### src/rtl/nano_pkg.sv
// Shared definitions for the nano_rv32i memory arbiter.
//   arb_state_e   : arbiter FSM states (IDLE -> BUSY -> RESP -> IDLE)
//   gnt_e         : which core port owns the memory bus
//   TIMEOUT_RDATA : read data returned to the owner when the bus times out
package nano_pkg;

  typedef enum logic [1:0] {
    ST_IDLE = 2'd0,
    ST_BUSY = 2'd1,
    ST_RESP = 2'd2
  } arb_state_e;

  typedef enum logic {
    GNT_I = 1'b0,
    GNT_D = 1'b1
  } gnt_e;

  localparam logic [31:0] TIMEOUT_RDATA = 32'h0000_0000;

endpackage

### src/rtl/mem_timeout_cnt.sv
// Bus-timeout counter for the memory arbiter.
// Ports:
//   clk_i, rst_i : clock, asynchronous active-high reset
//   clr          : synchronous clear (takes priority over en)
//   en           : count one cycle
//   tc           : high while the count equals TIMEOUT_CYCLES-1
// With TIMEOUT_CYCLES == 0 the counter is removed and tc is tied low.
module mem_timeout_cnt #(
  parameter int TIMEOUT_CYCLES = 16,
  parameter int CNT_W          = 5
) (
  input  logic clk_i,
  input  logic rst_i,
  input  logic clr,
  input  logic en,
  output logic tc
);

  generate
    if (TIMEOUT_CYCLES == 0) begin : g_disabled
      assign tc = 1'b0;
    end else begin : g_enabled
      logic [CNT_W-1:0] count_reg;

      always_ff @(posedge clk_i or posedge rst_i) begin
        if (rst_i) begin
          count_reg <= '0;
        end else if (clr) begin
          count_reg <= '0;
        end else if (en) begin
          count_reg <= count_reg + 1'b1;
        end
      end

      assign tc = (count_reg == CNT_W'(TIMEOUT_CYCLES - 1));
    end
  endgenerate

endmodule

### src/rtl/mem_arbiter.sv
// Arbiter sharing one single-ported memory bus between the instruction-fetch
// port (i_*) and the load/store port (d_*) of the core. One transaction at a
// time, round-robin on ties, req/ack handshake on both sides, bus timeout.
// Ports:
//   clk_i, rst_i                 : clock, asynchronous active-high reset
//   i_req_i, i_addr_i            : fetch request (held until i_ack_o)
//   i_ack_o, i_rdata_o, i_err_o  : fetch completion pulse, data, timeout flag
//   d_req_i, d_we_i, d_addr_i,
//   d_wdata_i                    : load/store request (held until d_ack_o)
//   d_ack_o, d_rdata_o, d_err_o  : data completion pulse, load data, timeout flag
//   mem_req_o, mem_we_o,
//   mem_addr_o, mem_wdata_o      : memory request, held until ack or timeout
//   mem_ack_i, mem_rdata_i       : memory completion with read data
// All outputs come straight from registers.
module mem_arbiter
  import nano_pkg::*;
#(
  parameter int ADDR_W         = 32,
  parameter int DATA_W         = 32,
  parameter int TIMEOUT_CYCLES = 16,
  parameter int CNT_W          = 5
) (
  input  logic              clk_i,
  input  logic              rst_i,
  input  logic              i_req_i,
  input  logic [ADDR_W-1:0] i_addr_i,
  output logic              i_ack_o,
  output logic [DATA_W-1:0] i_rdata_o,
  output logic              i_err_o,
  input  logic              d_req_i,
  input  logic              d_we_i,
  input  logic [ADDR_W-1:0] d_addr_i,
  input  logic [DATA_W-1:0] d_wdata_i,
  output logic              d_ack_o,
  output logic [DATA_W-1:0] d_rdata_o,
  output logic              d_err_o,
  output logic              mem_req_o,
  output logic              mem_we_o,
  output logic [ADDR_W-1:0] mem_addr_o,
  output logic [DATA_W-1:0] mem_wdata_o,
  input  logic              mem_ack_i,
  input  logic [DATA_W-1:0] mem_rdata_i
);

  arb_state_e state_reg, state_next;
  gnt_e       owner_reg, owner_next;
  gnt_e       last_grant_reg, last_grant_next;
  gnt_e       grant_owner;
  logic       grant_valid;
  logic       timeout_hit;

  logic              mem_req_reg, mem_req_next;
  logic              mem_we_reg, mem_we_next;
  logic [ADDR_W-1:0] mem_addr_reg, mem_addr_next;
  logic [DATA_W-1:0] mem_wdata_reg, mem_wdata_next;
  logic              i_ack_reg, i_ack_next;
  logic              i_err_reg, i_err_next;
  logic [DATA_W-1:0] i_rdata_reg, i_rdata_next;
  logic              d_ack_reg, d_ack_next;
  logic              d_err_reg, d_err_next;
  logic [DATA_W-1:0] d_rdata_reg, d_rdata_next;

  // Counter is held clear while idle, so every transaction starts at zero.
  mem_timeout_cnt #(
    .TIMEOUT_CYCLES(TIMEOUT_CYCLES),
    .CNT_W         (CNT_W)
  ) u_timeout (
    .clk_i(clk_i),
    .rst_i(rst_i),
    .clr  (state_reg == ST_IDLE),
    .en   (state_reg == ST_BUSY),
    .tc   (timeout_hit)
  );

  // Round-robin: on a tie the port that was not granted last wins.
  assign grant_valid = i_req_i | d_req_i;
  assign grant_owner = (d_req_i && (!i_req_i || last_grant_reg == GNT_I)) ? GNT_D : GNT_I;

  // State register
  always_ff @(posedge clk_i or posedge rst_i) begin
    if (rst_i) begin
      state_reg <= ST_IDLE;
    end else begin
      state_reg <= state_next;
    end
  end

  // Next-state logic
  always_comb begin
    state_next = ST_IDLE;
    case (state_reg)
      ST_IDLE: state_next = grant_valid ? ST_BUSY : ST_IDLE;
      ST_BUSY: state_next = (mem_ack_i || timeout_hit) ? ST_RESP : ST_BUSY;
      default: state_next = ST_IDLE;
    endcase
  end

  // Output logic: next values of every registered output
  always_comb begin
    owner_next      = owner_reg;
    last_grant_next = last_grant_reg;
    mem_req_next    = mem_req_reg;
    mem_we_next     = mem_we_reg;
    mem_addr_next   = mem_addr_reg;
    mem_wdata_next  = mem_wdata_reg;
    i_ack_next      = 1'b0;
    i_err_next      = 1'b0;
    i_rdata_next    = i_rdata_reg;
    d_ack_next      = 1'b0;
    d_err_next      = 1'b0;
    d_rdata_next    = d_rdata_reg;

    case (state_reg)
      ST_IDLE: begin
        if (grant_valid) begin
          owner_next      = grant_owner;
          last_grant_next = grant_owner;
          mem_req_next    = 1'b1;
          if (grant_owner == GNT_D) begin
            mem_we_next    = d_we_i;
            mem_addr_next  = d_addr_i;
            mem_wdata_next = d_wdata_i;
          end else begin
            mem_we_next   = 1'b0;
            mem_addr_next = i_addr_i;
          end
        end
      end
      ST_BUSY: begin
        // An ack arriving on the threshold cycle wins over the timeout.
        if (mem_ack_i || timeout_hit) begin
          mem_req_next = 1'b0;
          if (owner_reg == GNT_D) begin
            d_ack_next = 1'b1;
            d_err_next = !mem_ack_i;
            if (!mem_ack_i) begin
              d_rdata_next = DATA_W'(TIMEOUT_RDATA);
            end else if (!mem_we_reg) begin
              d_rdata_next = mem_rdata_i;
            end
          end else begin
            i_ack_next   = 1'b1;
            i_err_next   = !mem_ack_i;
            i_rdata_next = mem_ack_i ? mem_rdata_i : DATA_W'(TIMEOUT_RDATA);
          end
        end
      end
      default: ;
    endcase
  end

  // Output / datapath registers
  always_ff @(posedge clk_i or posedge rst_i) begin
    if (rst_i) begin
      owner_reg      <= GNT_I;
      last_grant_reg <= GNT_I;
      mem_req_reg    <= 1'b0;
      mem_we_reg     <= 1'b0;
      mem_addr_reg   <= '0;
      mem_wdata_reg  <= '0;
      i_ack_reg      <= 1'b0;
      i_err_reg      <= 1'b0;
      i_rdata_reg    <= '0;
      d_ack_reg      <= 1'b0;
      d_err_reg      <= 1'b0;
      d_rdata_reg    <= '0;
    end else begin
      owner_reg      <= owner_next;
      last_grant_reg <= last_grant_next;
      mem_req_reg    <= mem_req_next;
      mem_we_reg     <= mem_we_next;
      mem_addr_reg   <= mem_addr_next;
      mem_wdata_reg  <= mem_wdata_next;
      i_ack_reg      <= i_ack_next;
      i_err_reg      <= i_err_next;
      i_rdata_reg    <= i_rdata_next;
      d_ack_reg      <= d_ack_next;
      d_err_reg      <= d_err_next;
      d_rdata_reg    <= d_rdata_next;
    end
  end

  assign mem_req_o   = mem_req_reg;
  assign mem_we_o    = mem_we_reg;
  assign mem_addr_o  = mem_addr_reg;
  assign mem_wdata_o = mem_wdata_reg;
  assign i_ack_o     = i_ack_reg;
  assign i_err_o     = i_err_reg;
  assign i_rdata_o   = i_rdata_reg;
  assign d_ack_o     = d_ack_reg;
  assign d_err_o     = d_err_reg;
  assign d_rdata_o   = d_rdata_reg;

endmodule

### config.mk
export PLATFORM = sky130hd
export DESIGN_NAME = mem_arbiter
export DESIGN_NICKNAME = d
export VERILOG_FILES = /design/src/rtl/nano_pkg.sv /design/src/rtl/mem_timeout_cnt.sv /design/src/rtl/mem_arbiter.sv
export SDC_FILE = /design/constraint.sdc
export NUM_CORES = 1
export LEC_CHECK = 0
export ABC_CLOCK_PERIOD_IN_PS = 4700
export CAP_MARGIN = 20
export CORE_ASPECT_RATIO = 0.8
export CORE_MARGIN = 2
export CORE_UTILIZATION = 38
export CTS_CLUSTER_SIZE = 14
export DETAILED_ROUTE_END_ITERATION = 6
export PLACE_DENSITY = 0.76
export SYNTH_ARGS = -nofsm -noshare
export SYNTH_HDL_FRONTEND = slang
export SYNTH_SLANG_ARGS = --single-unit
### constraint.sdc
create_clock -name clk_i -period 4.7 [get_ports clk_i]
set_clock_uncertainty 0.05 [all_clocks]
set_input_delay 0.94 -clock clk_i [delete_from_list [all_inputs] [get_ports clk_i]]
set_output_delay 0.94 -clock clk_i [all_outputs]
set_load 0.03 [all_outputs]
==> metrics.txt, run 1 <==
ordered list of cells on the worst path=clkdlybuf4s50_1, or2_2, nand4_2, buf_16, buf_4, mux2_2; highest cell delay on the worst timing path=~0.56 ns; Max-slew headroom=32.4%; count of pins over their slew limit=0; slowest CP cell=clkdlybuf4s50_1; count of yosys warnings during synthesis=0; Gate Count Post-Synth=394; startpoint of the worst hold path=mem_wdata_o[1]$_DFFE_PP0P_; die span in y=116 um; horizontal extent of the die=144 um; element type at the critical path end=flip-flop; mean instance size in the synthesized netlist=15.2 um^2; length in cells of the worst reg-to-reg path=8; number of gates resized after CTS=0; share of total power in the clock network=around a fifth; half-perimeter wire length of the detailed placement result=10800 um; length of the first detailed-routing pass in iterations=4; count of buffers added by post-CTS timing repair for setup=0; post-route clock period utilization=57.6%; most frequent cells after synthesis=mux2_2, dfrtp_1, and2_1; total of buffers placed on input and output ports=267; total of endpoints with negative setup slack in the final report=0; final hold viol count=0; Crit path required time=4.94 ns; cts-stage hold buffer count=0; wire length of the first global-routing pass=22300 um; peak supply drop=0.000422 V; vias in the first global route=4360; Power Dens Cells=725 mW/mm^2; worst hold path stage count=1; startpoint of the worst-slack reg-to-reg timing path=u_timeout.g_enabled.count_reg[0]$_DFFE_PP0P_; number of H-tree levels=4; flip-flop cell with the highest count after synthesis=dfrtp_1; nets in the synthesized netlist=530; number of cell rows=41; Async SR Flop Fraction=100%; CTS tree=yes; Inserted Clock Buffers=17; layout overhead on the synthesized area=58.5%; switching part of the total power=37.5%; cell taking the most area after synthesis=dfrtp_1; total routing resource utilization after global routing=17.5%; CTS max path bufs=2; sum of negative setup slack=0 ns; io pins=about 270; initial DRC count=143; CP max FO=14; Setup WS pre-CTS=1.32 ns; worst setup path class=input port to flip-flop; placeable core region=0.0156 mm^2; final critical-path setup slack=1.99 ns; startpoint class of the critical path=input port; Leakage Power=about 4.0 nW; vias=roughly 4.1k; fraction of layout instances using a drive strength above 1=28.6%; portion of total power attributed to sequential cells=between 30% and 40%; Internal Pwr Total=about 4.3 mW; Detailed Route WL=14800 um; Logic pwr share=49.1%; unrepaired setup endpoints after global routing=false; register area share after synthesis=59.4%; Data arrival, critical path=2.95 ns; slew at the pin closest to its max-slew limit=~1.0 ns; DRT antenna net count=0; DRC violations left=0; synthesized area=0.00598 mm^2; final weighted congestion in routability-driven placement=0.753; number of antenna diodes=0; synth unique cells=26; clock tree root buffer cell=clkbuf_16; result of the run=finished, final reports clean; CTS Sinks=142; average wire per cell in the routed design=between 15 and 20 um; net switching component of the power=2.58 mW; Clock Latency Late Sink=around 0.41 ns; fin nets=802; detailed-route vias per instance=between 4 and 5; fmax=0.369 GHz; clock-pin slew of the registers on the worst-case setup and hold paths=0.05 ns; max-cap check violation count=0; min-delay worst type=flip-flop to flip-flop; R2R Setup Slk=about 2 ns; top cells by area in the synthesized netlist=dfrtp_1, mux2_2, and2_1; global-route congestion overflow total=0; most common cell in the netlist=mux2_2; number of flip-flops and latches in the synthesized netlist=142; initial antenna violation count=0; destination of the worst hold path=mem_wdata_o[1]$_DFFE_PP0P_; Initial Utilization=between 30% and 40%; capturing point of the worst reg2reg path=d_rdata_o[20]$_DFFE_PP0P_; fraction of synthesized cell area taken by the top area cell type=59.4%; Min Clock Period, post-route=between 2 and 3 ns; Total Die Area=0.0168 mm^2; EDFF count, synth=0; maximum number of pins on one net before global-route repair=115
[area by class of cell]
cell class	instances	area, um^2
Clock buffer	23	498
Clock inverter	9	130
Fill cell	1221	6110
Inverter	2	11.3
Multi-Input combinational cell	228	2260
Sequential cell	142	3550
Tap cell	215	269
Timing Repair Buffer	275	2770
[cell usage in the layout, fill, tap and decap left out, drive strengths merged]
master / n
nand2b: 1
o21a: 1
a21o: 1
a21bo: 1
nand4: 1
dfrtp: 142
or2: 1
ha: 2
nand3: 2
and3: 2
o311ai: 1
clkbuf: 23
o21ai: 5
clkinv: 4
nor2: 4
nor4: 1
a22o: 3
bufinv: 3
nand2: 5
nor3: 2
clkdlybuf4s50: 267
mux2: 161
inv: 2
clkinvlp: 2
nor2b: 2
and2: 32
buf: 8
[how the worst max path moves through the flow]
stage,from,end
floorplan,rst_i,d_ack_o$_DFF_PP0_
global placement,mem_ack_i,d_rdata_o[21]$_DFFE_PP0P_
detailed placement,mem_ack_i,d_rdata_o[26]$_DFFE_PP0P_
CTS,mem_ack_i,d_rdata_o[20]$_DFFE_PP0P_
global route,d_req_i,mem_addr_o[20]$_DFFE_PP0N_
finish,mem_ack_i,d_rdata_o[20]$_DFFE_PP0P_
[metal layers]
metal	track usage [%]	routed length, um	up-vias
met5	0	0	-
met1	20.1	5890	2021
li1	-	-	1935
met2	29.6	7230	160
met4	7.44	321	0
met3	6.48	1340	22
[critical path, delay by kind of cell]
family / cells / cell delay [ns]
buffers and inverters: 3 / 1.10
multiplexers: 1 / 0.27
AND/OR/NAND/NOR: 2 / 0.64
[power by group through the flow]
stage	sequential [mW]	clock [mW]	combinational (mW)
finish	2.10	1.40	3.37
global route	2.17	1.48	3.54
CTS	2.11	1.43	3.41
detailed placement	2.12	0	3.40
global placement	2.09	0	3.35
floorplan	3.16	0	0.914
[stage by stage]
| step | instance area [um^2] | util [%] | hold slack [ns] | std cells | power [mW] |
|---|---|---|---|---|---|
| after floorplan | 5990 | - | 0.403 | 394 | 4.08 |
| after detailed placement | 8830 | 56.6 | 0.429 | 861 | 5.52 |
| after global routing | 9480 | 60.8 | 0.463 | 894 | 7.20 |
| final | 9480 | 60.8 | 0.436 | 894 | 6.88 |
| after CTS | 9460 | 60.6 | 0.441 | 893 | 6.95 |
| after global placement | 8830 | 56.6 | 0.419 | 861 | 5.44 |
[logic make-up (layout without fill, tap and decap cells)]
family | Yosys count | after routing | synth area share, %
compound gates | 12 | 12 | 1.42
fa+ha+maj | 2 | 2 | 0.418
buf+inv | 24 | 309 | 2.93
flops | 142 | 142 | 59.4
mux | 161 | 161 | 30.3
simple gates | 53 | 53 | 5.56
(Power assumes the default switching activity.)
==> run 2, diff against run 1 <==
--- a/config.mk
+++ b/config.mk
@@ -5,14 +5,14 @@
 export SDC_FILE = /design/constraint.sdc
 export NUM_CORES = 1
 export LEC_CHECK = 0
-export ABC_CLOCK_PERIOD_IN_PS = 4700
+export ABC_CLOCK_PERIOD_IN_PS = 2500
 export CAP_MARGIN = 20
 export CORE_ASPECT_RATIO = 0.8
 export CORE_MARGIN = 2
-export CORE_UTILIZATION = 38
+export CORE_UTILIZATION = 42
 export CTS_CLUSTER_SIZE = 14
 export DETAILED_ROUTE_END_ITERATION = 6
-export PLACE_DENSITY = 0.76
+export PLACE_DENSITY = 0.8
 export SYNTH_ARGS = -nofsm -noshare
 export SYNTH_HDL_FRONTEND = slang
 export SYNTH_SLANG_ARGS = --single-unit
==> constraint.sdc (replaced) <==
create_clock -name clk_i -period 2.5 [get_ports clk_i]
set_clock_uncertainty 0.05 [all_clocks]
set_input_delay 0.5 -clock clk_i [delete_from_list [all_inputs] [get_ports clk_i]]
set_output_delay 0.5 -clock clk_i [all_outputs]
set_load 0.03 [all_outputs]
==> run 2 against run 1 <==
Net effect: highest routed layer unchanged; non-clock buffer count unchanged; largest cell class unchanged; critical endpoint is now d_rdata_o[31]$_DFFE_PP0P_; wire length increased by 3.7%; final area decreased by 0.11%; critical path type is now flip-flop to flip-flop; cell count decreased by 3.9%; clock power increased by 81%.
==> metrics.txt, run 2 (synthesized netlist as in run 1, its figures left out) <==
result of the run=finished, final reports clean; share of total power in the clock network=19.6% (-0.8 points); number of cell rows=38 (-7.3%); layout overhead on the synthesized area=58.3%; CTS Sinks=142 (unchanged); die span in y=111 um (-4.7%); vias=4209 (+1.7%); global-route congestion overflow total=0 (unchanged); net switching component of the power=4.91 mW (+90%); average wire per cell in the routed design=17.8 um (+7.9%); peak supply drop=0.000872 V (+110%); worst hold slack across all endpoints=0.433 ns (-0.00226 ns); Non-Filler Instances=859 (-3.9%); DRT antenna net count=0 (unchanged); switching part of the total power=38.0% (+0.46 points); half-perimeter wire length of the detailed placement result=11200 um (+3.8%); final hold viol count=0 (unchanged); Logic pwr share=49.7% (+0.6 points); Leakage Power=4.01 nW (about the same); initial DRC count=112 (-22%); worst setup path end=d_rdata_o[31]$_DFFE_PP0P_; slew at the pin closest to its max-slew limit=0.604 ns (-0.410 ns); Inserted Clock Buffers=17 (unchanged); Min Clock Period, post-route=2.25 ns; min-delay worst type=flip-flop to flip-flop; length of the first detailed-routing pass in iterations=4 (unchanged); final weighted congestion in routability-driven placement=0.831 (+10%); total of buffers placed on input and output ports=267 (unchanged); vias in the first global route=4760 (+9.2%); Data arrival, critical path=2.50 ns (-0.45 ns); startpoint class of the critical path=flip-flop; io pins=268 (unchanged); maximum number of pins on one net before global-route repair=82 (-29%); CTS tree=yes; Detailed Route WL=15300 um (+3.7%); fraction of layout instances using a drive strength above 1=28.4% (-0.15 points); element type at the critical path end=flip-flop; Max-slew headroom=59.3% (+27 points); length in cells of the worst reg-to-reg path=7 (-1); Filler Cell Count=958 (-22%); fin nets=802 (unchanged); R2R Setup Slk=0.25 ns (-1.81 ns); count of pins over their slew limit=0 (unchanged); startpoint of the worst-slack reg-to-reg timing path=u_timeout.g_enabled.count_reg[0]$_DFFE_PP0P_; portion of total power attributed to sequential cells=30.7% (about the same); number of antenna diodes=0 (unchanged); Critical Path Source=u_timeout.g_enabled.count_reg[0]$_DFFE_PP0P_; Clock Latency Late Sink=0.42 ns (about the same); Initial Utilization=43.6% (+5.2 points); max-cap check violation count=0 (unchanged); Internal Pwr Total=8.02 mW (+87%); Placed Cells=827 (-3.9%); Crit path required time=2.75 ns (-2.19 ns); leading cell type in the layout, fill and taps excluded=clkdlybuf4s50_1; worst setup path class=flip-flop to flip-flop; clock-pin slew of the registers on the worst-case setup and hold paths=0.05 ns (about the same); fmax=0.444 GHz; post-route clock period utilization=90.1%; number of gates resized after CTS=0 (unchanged); horizontal extent of the die=137 um (-4.7%); Power Dens Cells=1360 mW/mm^2 (+88%); cts-stage hold buffer count=0 (unchanged); commonest non-fill, non-tap cells in the layout=clkdlybuf4s50_1, mux2_2, dfrtp_1; wire length of the first global-routing pass=24600 um (+10%); initial antenna violation count=0 (unchanged); sum of negative setup slack=0 ns (unchanged); number of H-tree levels=4 (unchanged); total routing resource utilization after global routing=21.1% (+3.6 points); count of buffers added by post-CTS timing repair for setup=0 (unchanged); DRC violations left=0 (unchanged); unrepaired setup endpoints after global routing=false; clock tree root buffer cell=clkbuf_16; detailed-route vias per instance=4.90 (+5.9%); placeable core region=0.0137 mm^2 (-12%); Total Die Area=0.0152 mm^2 (-9.2%); total of endpoints with negative setup slack in the final report=0 (unchanged); capturing point of the worst reg2reg path=d_rdata_o[31]$_DFFE_PP0P_; CTS max path bufs=2 (unchanged); CP max FO=32 (+18)
run 2: power by group through the flow:
stage / clock network [mW] / logic [mW] / registers [mW]
after global placement: 0 / 6.36 / 3.93
after global routing: 2.72 / 6.73 / 4.11
final: 2.54 / 6.42 / 3.97
after detailed placement: 0 / 6.47 / 4.01
after CTS: 2.59 / 6.49 / 3.98
after floorplan: 0 / 1.72 / 5.95
run 2: how the worst min path moves through the flow:
| stage | from | end | slack (ns) | depth (start not counted) |
|---|---|---|---|---|
| floorplan | u_timeout.g_enabled.count_reg[4]$_DFFE_PP0P_ | u_timeout.g_enabled.count_reg[4]$_DFFE_PP0P_ | 0.40 | 2 |
| global placement | mem_wdata_o[6]$_DFFE_PP0P_ | mem_wdata_o[6]$_DFFE_PP0P_ | 0.42 | 1 |
| detailed placement | mem_wdata_o[2]$_DFFE_PP0P_ | mem_wdata_o[2]$_DFFE_PP0P_ | 0.43 | 1 |
| CTS | mem_wdata_o[2]$_DFFE_PP0P_ | mem_wdata_o[2]$_DFFE_PP0P_ | 0.44 | 1 |
| global route | mem_addr_o[2]$_DFFE_PP0N_ | mem_addr_o[2]$_DFFE_PP0N_ | 0.46 | 1 |
| finish | mem_wdata_o[5]$_DFFE_PP0P_ | mem_wdata_o[5]$_DFFE_PP0P_ | 0.43 | 1 |
run 2: layout make-up:
type	count	area [um^2]	share of cell area (%)
clock buffer	24	502	5.30
multi-input combinational	228	2260	23.8
sequential	142	3550	37.5
tap	180	225	2.38
clock inverter	8	105	1.11
timing repair buffer	275	2820	29.8
inverter	2	11.3	0.119
run 2: per-layer routing:
metal | global-route usage (%) | wire length (um) | vias up | part of all wire [%]
li1 | - | - | 1930 | -
met1 | 22.8 | 5670 | 2054 | 37
met5 | 0 | 0 | - | 0
met4 | 10.4 | 550 | 0 | 3.6
met2 | 36.0 | 7720 | 184 | 50
met3 | 7.82 | 1400 | 41 | 9.1
run 2: metrics by stage:
step | util [%] | power, mW | setup WS, ns | area [um^2]
after floorplan | - | 7.67 | 0.173 | 5990
after global placement | 64.5 | 10.3 | 0.274 | 8870
after detailed placement | 64.5 | 10.5 | 0.225 | 8870
after CTS | 68.9 | 13.1 | 0.239 | 9470
after global routing | 68.9 | 13.6 | 0.168 | 9470
final | 68.9 | 12.9 | 0.249 | 9470
run 2: critical path, stage by stage, from the launching register on:
cell and delay (ns):
dfrtp_1 0.41, ha_1 0.24, and3_1 0.19, ha_1 0.20, or2_2 0.32, nand4_2 0.12, buf_12 0.22, mux2_2 0.36
==> run 3, diff against run 2 <==
--- a/config.mk
+++ b/config.mk
@@ -9,10 +9,12 @@
 export CAP_MARGIN = 20
 export CORE_ASPECT_RATIO = 0.8
 export CORE_MARGIN = 2
-export CORE_UTILIZATION = 42
+export CORE_UTILIZATION = 43
+export CTS_BUF_LIST = sky130_fd_sc_hd__clkbuf_4 sky130_fd_sc_hd__clkbuf_8
+export CTS_CLUSTER_DIAMETER = 30
 export CTS_CLUSTER_SIZE = 14
 export DETAILED_ROUTE_END_ITERATION = 6
-export PLACE_DENSITY = 0.8
+export PLACE_DENSITY = 0.81
 export SYNTH_ARGS = -nofsm -noshare
 export SYNTH_HDL_FRONTEND = slang
 export SYNTH_SLANG_ARGS = --single-unit
==> run 3 against run 2 <==
Net effect: first-iteration DRC count is 34% higher; combinational power hardly changed; setup slack worse by 0.026 ns; cell count is 0.12% higher; wire length down 0.95%; via count is 0.12% lower; final area down 2.2%; sequential power about the same; largest power group unchanged; fmax fell by 1.1%; die area is 2.3% lower; sequential cell count unchanged; sequential share of layout area up 0.84 points; largest cell class unchanged.
==> metrics.txt, run 3 (synthesized netlist as in run 1, its figures left out) <==
result of the run=finished, final reports clean; Worst path top cell family by delay=simple AND/OR/NAND/NOR gates; peak supply drop=0.000809 V (-7.2%); commonest non-fill, non-tap cells in the layout=clkdlybuf4s50_1, mux2_2, dfrtp_1; combined buffer and inverter count along the critical path=1 (unchanged); half-perimeter wire length of the detailed placement result=11000 um (-1.8%); slew at the pin closest to its max-slew limit=0.491 ns (-0.113 ns); ordered list of cells on the worst path=ha_1, and3_1, ha_1, or2_2, nand4_2, buf_12, mux2_2; unrepaired setup endpoints after global routing=false; number of cell rows=38 (unchanged); fin nets=803 (+0.12%); DRT antenna net count=0 (unchanged); die span in y=110 um (-1.1%); CTS tree=yes; Placed Cells=828 (+0.12%); Leakage Power=3.94 nW (-1.8%); final hold viol count=0 (unchanged); total of endpoints with negative setup slack in the final report=0 (unchanged); highest cell delay on the worst timing path=0.41 ns (about the same); Logic pwr share=52.9% (+3.2 points); DRC violations left=0 (unchanged); max-cap check violation count=0 (unchanged); placeable core region=0.0136 mm^2 (-1.0%); cts-stage hold buffer count=0 (unchanged); clock tree root buffer cell=clkbuf_8; utilization after layout=68.1% (-0.80 points); clock-pin slew of the registers on the worst-case setup and hold paths=0.07 ns (+0.02 ns); horizontal extent of the die=136 um (-1.1%); Min Clock Period, post-route=2.28 ns (+0.0256 ns); total of buffers placed on input and output ports=267 (unchanged); Total Die Area=0.0149 mm^2 (-2.3%); maximum number of pins on one net before global-route repair=76 (-7.3%); count of buffers added by post-CTS timing repair for setup=0 (unchanged); Power Dens Cells=1310 mW/mm^2 (-4.1%); most numerous cell on the critical path=ha_1; layout overhead on the synthesized area=54.8%; post-route clock period utilization=91.1% (+1.0 points); number of H-tree levels=4 (unchanged); slowest CP cell=dfrtp_1; CTS Sinks=142 (unchanged); Crit path required time=2.77 ns (+0.02 ns); fraction of layout instances using a drive strength above 1=28.8% (+0.40 points); Initial Utilization=44.0% (+0.46 points); CTS max path bufs=2 (unchanged); initial DRC count=150 (+34%); Non-Filler Instances=860 (+0.12%); Clock Latency Late Sink=0.43 ns (about the same); Data arrival, critical path=2.55 ns (+0.05 ns); share of total power in the clock network=14.5% (-5.1 points); element type at the critical path end=flip-flop; fmax=0.439 GHz (-1.1%); wire length of the first global-routing pass=23700 um (-3.5%); vias=4204 (-0.12%); startpoint class of the critical path=flip-flop; Max-slew headroom=66.9% (+7.6 points); net switching component of the power=4.78 mW (-2.6%); initial antenna violation count=0 (unchanged); sum of negative setup slack=0 ns (unchanged); portion of total power attributed to sequential cells=32.6% (+1.9 points); worst setup path class=flip-flop to flip-flop; total routing resource utilization after global routing=20.9% (-0.17 points); leading cell type in the layout, fill and taps excluded=clkdlybuf4s50_1; number of antenna diodes=0 (unchanged); detailed-route vias per instance=4.89 (-0.23%); switching part of the total power=39.4% (+1.4 points); number of gates resized after CTS=0 (unchanged); CP max FO=16 (-50%); final weighted congestion in routability-driven placement=0.794 (-4.4%); io pins=268 (unchanged); average wire per cell in the routed design=17.7 um (-1.1%); length of the first detailed-routing pass in iterations=6 (+2); min-delay worst type=flip-flop to flip-flop; global-route congestion overflow total=0 (unchanged); Inserted Clock Buffers=17 (unchanged); Internal Pwr Total=7.35 mW (-8.3%); count of pins over their slew limit=0 (unchanged); Detailed Route WL=15200 um (-0.95%); vias in the first global route=4631 (-2.7%)
run 3: cell count changes in the layout (fill, tap and decap cells not counted), moves of 2 or more:
cell	before	now
clkbuf_16	17	0
clkinv_2	1	4
clkinvlp_4	4	1
clkbuf_1	2	0
clkbuf_4	0	6
clkbuf_8	5	20
run 3: metal layers:
layer / up-vias / GRT usage, % / wire length [um]
li1: 1935 / - / -
met1: 2090 / 23.6 / 5800
met2: 162 / 36.3 / 7780
met3: 17 / 8.85 / 1370
met4: 0 / 6.62 / 235
met5: - / 0 / 0
run 3: path summary, 6_finish.rpt:
check                                                             start  depth (start not counted)  slack, ns                           to
setup / recovery           u_timeout.g_enabled.count_reg[0]$_DFFE_PP0P_                          7       0.22     d_rdata_o[1]$_DFFE_PP0P_
hold / removal                               mem_wdata_o[1]$_DFFE_PP0P_                          1       0.44   mem_wdata_o[1]$_DFFE_PP0P_
setup reg to reg           u_timeout.g_enabled.count_reg[0]$_DFFE_PP0P_                          7       0.22     d_rdata_o[1]$_DFFE_PP0P_
hold reg to reg                              mem_wdata_o[1]$_DFFE_PP0P_                          1       0.44   mem_wdata_o[1]$_DFFE_PP0P_
max in group asynchronous                                         rst_i                          3       1.55   mem_addr_o[24]$_DFFE_PP0N_
min in group asynchronous                                         rst_i                          3       0.50  mem_wdata_o[31]$_DFFE_PP0P_
run 3: worst reg2reg max path: cells and delay by family, from the launching register on:
family        cells  cell delay (ns)
simple gates      3             0.74
buf+inv           1             0.20
fa+ha+maj         2             0.43
flops             1             0.41
mux               1             0.35
run 3: final cells by class:
class | instances | area [um^2]
Fill cell | 969 | 4330
Sequential cell | 142 | 3550
Timing Repair Buffer | 276 | 2840
Multi-Input combinational cell | 228 | 2260
Clock buffer | 26 | 320
Tap cell | 180 | 225
Clock inverter | 6 | 58.8
Inverter | 2 | 11.3
run 3: power groups by stage:
stage	clock [mW]	sequential [mW]	combinational [mW]
detailed placement	0	3.98	6.47
global placement	0	3.94	6.37
finish	1.75	3.95	6.42
CTS	1.82	3.96	6.49
floorplan	0	5.95	1.72
global route	1.93	4.10	6.70
run 3: stage by stage:
step           instance area, um^2  total power [mW]  hold slack, ns  setup slack, ns
2_1_floorplan                 5990              7.67           0.403            0.173
4_1_cts                       9270              12.3           0.444            0.219
6_report                      9270              12.1           0.441            0.223
3_5_place_dp                  8890              10.5           0.425            0.213
3_3_place_gp                  8890              10.3           0.418            0.266
5_1_grt                       9270              12.7           0.461            0.112
